$ cat config.mk
export PLATFORM = sky130hd
export DESIGN_NAME = pcie_link_monitor
export DESIGN_NICKNAME = d
export VERILOG_FILES = /design/src/rtl/pcie_link_mon_pkg.sv /design/src/rtl/pcie_sat_counter.sv /design/src/rtl/pcie_link_monitor.sv
export SDC_FILE = /design/constraint.sdc
export NUM_CORES = 1
export LEC_CHECK = 0
export ABC_AREA = 1
export BUFFER_PORTS_ARGS = -buffer_cell sky130_fd_sc_hd__buf_2
export CAP_MARGIN = 20
export CELL_PAD_IN_SITES_DETAIL_PLACEMENT = 1
export CELL_PAD_IN_SITES_GLOBAL_PLACEMENT = 2
export CORE_ASPECT_RATIO = 1.2
export CORE_MARGIN = 4
export CORE_UTILIZATION = 27
export CTS_BUF_LIST = sky130_fd_sc_hd__clkbuf_4 sky130_fd_sc_hd__clkbuf_8
export CTS_CLUSTER_DIAMETER = 120
export DETAILED_ROUTE_END_ITERATION = 12
export GPL_ROUTABILITY_DRIVEN = 0
export MAX_ROUTING_LAYER = met4
export PLACE_DENSITY = 0.87
export SLEW_MARGIN = 20
export SYNTH_ARGS = -nofsm -noshare
export SYNTH_HDL_FRONTEND = slang
export SYNTH_SLANG_ARGS = --single-unit
$ cat constraint.sdc
create_clock -name clk125 -period 2.5 [get_ports clk125]
set_input_delay 0.125 -clock clk125 [delete_from_list [all_inputs] [get_ports clk125]]
set_output_delay 0.125 -clock clk125 [all_outputs]
set_load 0.02 [all_outputs]
$ cat src/rtl/pcie_link_mon_pkg.sv
// Shared LTSSM encodings, FSM state type and test-bus layout for pcie_link_monitor.
package pcie_link_mon_pkg;

   localparam logic [4:0] L0         = 5'b01111;
   localparam logic [4:0] POLL_COMPL = 5'b00011;
   localparam logic [4:0] REC_LOCK   = 5'b01100;
   localparam logic [4:0] REC_CFG    = 5'b01101;
   localparam logic [4:0] REC_IDLE   = 5'b01110;

   localparam int unsigned LANE_OFS = 25;

   typedef enum logic [1:0] {
      StDown,
      StTrain,
      StUp,
      StRecov
   } link_st_t;

   function automatic logic is_recovery(logic [4:0] st);
      return (st == REC_LOCK) || (st == REC_CFG) || (st == REC_IDLE);
   endfunction

endpackage

$ cat src/rtl/pcie_sat_counter.sv
// Saturating up-counter with synchronous clear; clear beats a same-cycle increment.
module pcie_sat_counter #(
   parameter int unsigned W = 16
) (
   input  logic         clk_i,
   input  logic         rst_i,
   input  logic         inc_i,
   input  logic         clr_i,
   output logic [W-1:0] count_o
);

   logic [W-1:0] cnt_q, cnt_d;

   always_comb begin
      cnt_d = cnt_q;
      if (clr_i) begin
         cnt_d = '0;
      end else if (inc_i && (cnt_q != '1)) begin
         cnt_d = cnt_q + W'(1);
      end
   end

   always_ff @(posedge clk_i) begin
      if (rst_i) begin
         cnt_q <= '0;
      end else begin
         cnt_q <= cnt_d;
      end
   end

   assign count_o = cnt_q;

endmodule

$ cat src/rtl/pcie_link_monitor.sv
// PCIe hard-IP link monitor: LTSSM decode, debounced link_up, LEDs and heartbeat.
// Define PCIE_LINK_MON_STATS_EN to build ltssm_change and the link-health counters.
module pcie_link_monitor
   import pcie_link_mon_pkg::*;
#(
   parameter int unsigned NUM_LANES    = 1,
   parameter int unsigned DEBOUNCE_CYC = 1024,
   parameter int unsigned ALIVE_BIT    = 24,
   parameter int unsigned CNT_W        = 16
) (
   input  logic                 clk125,
   input  logic                 rst,
   input  logic [63:0]          test_out_icm,
   input  logic                 cnt_clr,
   output logic [4:0]           ltssm_q,
   output logic                 link_up,
   output logic                 l0_led,
   output logic                 comp_led,
   output logic                 alive_led,
   output logic [NUM_LANES-1:0] lane_led,
   output logic                 ltssm_change,
   output logic [CNT_W-1:0]     link_down_cnt,
   output logic [CNT_W-1:0]     recovery_cnt
);

   localparam int unsigned DbW = $clog2(DEBOUNCE_CYC + 1);

   logic [NUM_LANES-1:0] lanes_q;
   logic [ALIVE_BIT:0]   alive_q;
   logic [DbW-1:0]       db_cnt_q;
   link_st_t             state_q;

   logic is_l0, is_rec, link_down_ev, rec_ev;

   assign is_l0  = (ltssm_q == L0);
   assign is_rec = is_recovery(ltssm_q);

   always_ff @(posedge clk125) begin
      if (rst) begin
         ltssm_q  <= '0;
         lanes_q  <= '0;
         l0_led   <= 1'b1;
         comp_led <= 1'b1;
         lane_led <= '1;
         alive_q  <= '0;
      end else begin
         ltssm_q  <= test_out_icm[4:0];
         lanes_q  <= test_out_icm[LANE_OFS +: NUM_LANES];
         l0_led   <= ~is_l0;
         comp_led <= ~(ltssm_q == POLL_COMPL);
         lane_led <= ~lanes_q;
         alive_q  <= alive_q + (ALIVE_BIT + 1)'(1);
      end
   end

   assign alive_led = alive_q[ALIVE_BIT];

   // A drop during TRAIN is a failed bring-up, not a link-down event.
   always_ff @(posedge clk125) begin
      if (rst) begin
         state_q  <= StDown;
         db_cnt_q <= '0;
      end else begin
         case (state_q)
            StDown: begin
               if (is_l0) begin
                  state_q  <= StTrain;
                  db_cnt_q <= DbW'(1);
               end
            end
            StTrain: begin
               if (!is_l0) begin
                  state_q <= StDown;
               end else if (db_cnt_q == DbW'(DEBOUNCE_CYC)) begin
                  state_q <= StUp;
               end else begin
                  db_cnt_q <= db_cnt_q + DbW'(1);
               end
            end
            StUp: begin
               if (is_rec) begin
                  state_q <= StRecov;
               end else if (!is_l0) begin
                  state_q <= StDown;
               end
            end
            StRecov: begin
               if (is_l0) begin
                  state_q <= StUp;
               end else if (!is_rec) begin
                  state_q <= StDown;
               end
            end
            default: state_q <= StDown;
         endcase
      end
   end

   assign link_up      = (state_q == StUp) || (state_q == StRecov);
   assign link_down_ev = link_up && !is_l0 && !is_rec;
   assign rec_ev       = (state_q == StUp) && is_rec;

`ifdef PCIE_LINK_MON_STATS_EN
   logic change_q;

   always_ff @(posedge clk125) begin
      if (rst) begin
         change_q <= 1'b0;
      end else begin
         change_q <= (test_out_icm[4:0] != ltssm_q);
      end
   end

   assign ltssm_change = change_q;

   pcie_sat_counter #(
      .W (CNT_W)
   ) u_down_cnt (
      .clk_i   (clk125),
      .rst_i   (rst),
      .inc_i   (link_down_ev),
      .clr_i   (cnt_clr),
      .count_o (link_down_cnt)
   );

   pcie_sat_counter #(
      .W (CNT_W)
   ) u_rec_cnt (
      .clk_i   (clk125),
      .rst_i   (rst),
      .inc_i   (rec_ev),
      .clr_i   (cnt_clr),
      .count_o (recovery_cnt)
   );
`else
   logic unused_stats;

   assign ltssm_change  = 1'b0;
   assign link_down_cnt = '0;
   assign recovery_cnt  = '0;
   assign unused_stats  = ^{cnt_clr, link_down_ev, rec_ev};
`endif

   logic unused_test_out;
   assign unused_test_out = ^{test_out_icm[63:LANE_OFS+NUM_LANES], test_out_icm[LANE_OFS-1:5]};

endmodule

==> impl_metrics.env <==
export IMPL_die_height_um=117
export IMPL_area_added_between_synthesis_and_finish_pct=7.72
export IMPL_globalRouteTotalUtil=0.111
export IMPL_report_final_hold_viol_count=0
export IMPL_layout_cells_most_common="sky130_fd_sc_hd__nand2_1"
export IMPL_routed_via_density=4.38
export IMPL_average_wire_per_cell_in_the_routed_design_um=11.3
export IMPL_cts_tree="done"
export IMPL_critical_path_cell_chain="inv_1 > ha_1 > inv_1 > nor2_1 > nand3_2 > nand3_2 > inv_1 > nand3_1 > nand2_1 > nor2_1"
export IMPL_cts_htree_levels=2
export IMPL_sequential_power_share=0.524
export IMPL_design_final_nets=486
export IMPL_total_cell_area_at_the_placement_stage_um2=2750
export IMPL_totalPowerFinal_mw=1.47
export IMPL_start_util=0.278
export IMPL_crit_start="db_cnt_q[0]$_SDFFE_PP0P_"
export IMPL_post_cts_resized=0
export IMPL_wire_length_of_the_first_global_routing_pass_um=10300
export IMPL_finalSetupTns_ns=0
export IMPL_globalRoute_totalOverflow=0
export IMPL_max_slew_margin_rel=0.633
export IMPL_routed_wirelength_um=6120
export IMPL_die_x_um=98.6
export IMPL_detail_route_first_pass_iterations=4
export IMPL_pwr_share_comb=0.078
export IMPL_postcts_setup_bufs=0
export IMPL_clk_pin_slew_ns=0.10
export IMPL_timing_hold_worst_start="test_out_icm[0]"
export IMPL_drt_iter0_markers=61
export IMPL_setup_viol=0
export IMPL_setup_worst_path_end_class="flip-flop"
export IMPL_power_switching_mw=0.388
export IMPL_min_delay_path_depth=3
export IMPL_maxSlewViolCount=0
export IMPL_worst_setup_slack_after_placement_ns=0.682
export IMPL_total_of_warnings_raised_by_yosys=0
export IMPL_r2r_cells=10
export IMPL_crit_required_ns=2.71
export IMPL_core_area_um2=9560
export IMPL_worst_r2r_setup_slack_ns=0.69
export IMPL_cp_start_kind="flip-flop"
export IMPL_ys_seq_area_frac=0.354
export IMPL_timing_rr_start="db_cnt_q[0]$_SDFFE_PP0P_"
export IMPL_ir_worst_vdd_mv=0.327
export IMPL_row_count=39
export IMPL_worstSetupPathType="reg -> reg"
export IMPL_die_area_um2=11500
export IMPL_avgSynthCellArea_um2=6.68
export IMPL_clkPwrFrac=0.399
export IMPL_synthFlopType="sky130_fd_sc_hd__dfxtp_1"
export IMPL_cell_internal_pwr_mw=1.09
export IMPL_layout_drive_gt1_share=0.113
export IMPL_async_flop_share=0
export IMPL_tightestPinTransition_ns=0.549
export IMPL_drtAntennaViolNets=0
export IMPL_number_of_enable_flip_flop_cells_after_synthesis=0
export IMPL_clkLatencyLatePin_ns=0.31
export IMPL_seq_area_um2=941
export IMPL_cellLeakagePower_nw=1.14
export IMPL_pin_count=110
export IMPL_postLayoutCellArea_um2=2860
export IMPL_remaining_drc_errors=0
export IMPL_ys_seq_elements=47
export IMPL_synthesis_instances=398
export IMPL_grt_pass1_vias=2338
export IMPL_timing_critical_path_mode_cell="sky130_fd_sc_hd__inv_1"
export IMPL_synth_lib_cells_used_distinct=28
export IMPL_grt_start_max_net_pins=30
export IMPL_post_cts_hold_buffer_count=0
export IMPL_cts_root_buf="sky130_fd_sc_hd__clkbuf_8"
export IMPL_io_buffer_count=17
export IMPL_power_density_cell_area_nw_per_um2=515
export IMPL_hpwl_um=4710
export IMPL_worst_endpoint_data_arrival_time_ns=2.02
export IMPL_crit_path_max_incr_delay_ns=0.43
export IMPL_crit_path_top_delay_cell="sky130_fd_sc_hd__dfxtp_1"
export IMPL_via_count=2364
export IMPL_n_fill_cell=1277
export IMPL_fin_crit_sh=0.724
export IMPL_hold_path_class="in -> reg"
export IMPL_switch_share=0.263
export IMPL_min_period_ns=1.81
export IMPL_clk_path_buf_depth=2
export IMPL_grt_antenna_before_repair=0
export IMPL_max_freq_ghz=0.553
export IMPL_cts_sinks=47
export IMPL_most_frequent_cells_in_the_layout="sky130_fd_sc_hd__nand2_1, sky130_fd_sc_hd__nor2_1, sky130_fd_sc_hd__inv_1, sky130_fd_sc_hd__dfxtp_1, sky130_fd_sc_hd__conb_1"
export IMPL_cts_buffers=5
export IMPL_postLayoutSetupSlackWorst_ns=0.691
export IMPL_synthesis_area_um2=2660
export IMPL_grt_setup_unrepaired="no"
export IMPL_worst_clock_skew_ns=0.00647
export IMPL_outcome="finished, final reports clean"
export IMPL_multi_input_area_um2=1340
export IMPL_cap_violations=0
export IMPL_antennaDiodeCount=0
export IMPL_critical_path_peak_fanout=13
[cell families (layout without fill, tap and decap cells)]
logic type | after synthesis | in the layout | synth area share
simple gates | 206 | 206 | 0.355
other cells | 1 | 33 | 0.00141
compound gates | 41 | 41 | 0.0791
xor+xnor | 3 | 3 | 0.00989
buf+inv | 97 | 84 | 0.186
flops | 47 | 47 | 0.354
fa+ha+maj | 3 | 3 | 0.0141
[metrics by stage]
step                utilization  hold slack (ns)  instances
detailed placement        0.287            0.335        532
CTS                       0.299          0.00653        540
finish                    0.299           0.0137        540
floorplan                     -            0.232        430
global route              0.299          0.00929        540
global placement          0.287            0.327        532
[sequential cells by signal (all words and copies together), names as in the netlist]
signal    flops
lanes_q       1
ltssm_q       5
alive_q      25
l0_led        1
db_cnt_q     11
state_q       2
comp_led      1
lane_led      1
[final timing paths]
check,end
worst max-delay path,db_cnt_q[2]$_SDFFE_PP0P_
worst min-delay path,ltssm_q[0]$_SDFF_PP0_
worst max register to register,db_cnt_q[2]$_SDFFE_PP0P_
worst min register to register,lane_led$_SDFF_PP1_
[power groups by stage]
stage	clock network, mW	registers, mW	logic, mW
2_1_floorplan	0	0.793	0.123
3_3_place_gp	0	0.789	0.112
3_5_place_dp	0	0.790	0.115
4_1_cts	0.614	0.772	0.115
5_1_grt	0.645	0.775	0.128
6_report	0.588	0.772	0.115
[routing by layer]
layer | vias up | part of all wire | wire length, µm | track usage
met5 | - | 0 | 0 | -
met4 | 0 | 0.0072 | 44 | 0.0237
met3 | 5 | 0.029 | 178 | 0.0209
met1 | 1126 | 0.42 | 2600 | 0.118
met2 | 28 | 0.54 | 3300 | 0.215
li1 | 1205 | - | - | -
[synth_stat cells, types with 2 or more instances]
master                     number  area, µm²
sky130_fd_sc_hd__a21oi_1       24        120
sky130_fd_sc_hd__buf_4         33        248
sky130_fd_sc_hd__clkbuf_1       4       15.0
sky130_fd_sc_hd__dfxtp_1       47        941
sky130_fd_sc_hd__ha_1           3       37.5
sky130_fd_sc_hd__inv_1         55        206
sky130_fd_sc_hd__inv_2          3       11.3
sky130_fd_sc_hd__nand2_1       89        334
sky130_fd_sc_hd__nand2_2        3       18.8
sky130_fd_sc_hd__nand3_1       16       80.1
sky130_fd_sc_hd__nand3_2        5       50.1
sky130_fd_sc_hd__nand3b_1       3       22.5
sky130_fd_sc_hd__nand4_1        9       56.3
sky130_fd_sc_hd__nor2_1        61        229
sky130_fd_sc_hd__nor2_2         3       18.8
sky130_fd_sc_hd__nor2_4         4       45.0
sky130_fd_sc_hd__nor3_1         8       40.0
sky130_fd_sc_hd__nor3_2         2       20.0
sky130_fd_sc_hd__o21a_1         2       15.0
sky130_fd_sc_hd__o21ai_0       14       70.1
sky130_fd_sc_hd__xor2_1         3       26.3
[final cells by class]
class	instances	share of cell area
tap	123	0.0538
clock inverter	3	0.0166
timing repair buffer	18	0.0323
inverter	58	0.0760
sequential	47	0.329
clock buffer	5	0.0240
multi-input combinational	286	0.469
[worst max-delay path: cells and delay by family (launching register included)]
family	cells	cell delay, ns
adder cells (fa/ha/maj)	1	0.20
flip-flops	1	0.43
buffers and inverters	3	0.44
AND/OR/NAND/NOR	6	0.63
(Power assumes the default switching activity.)
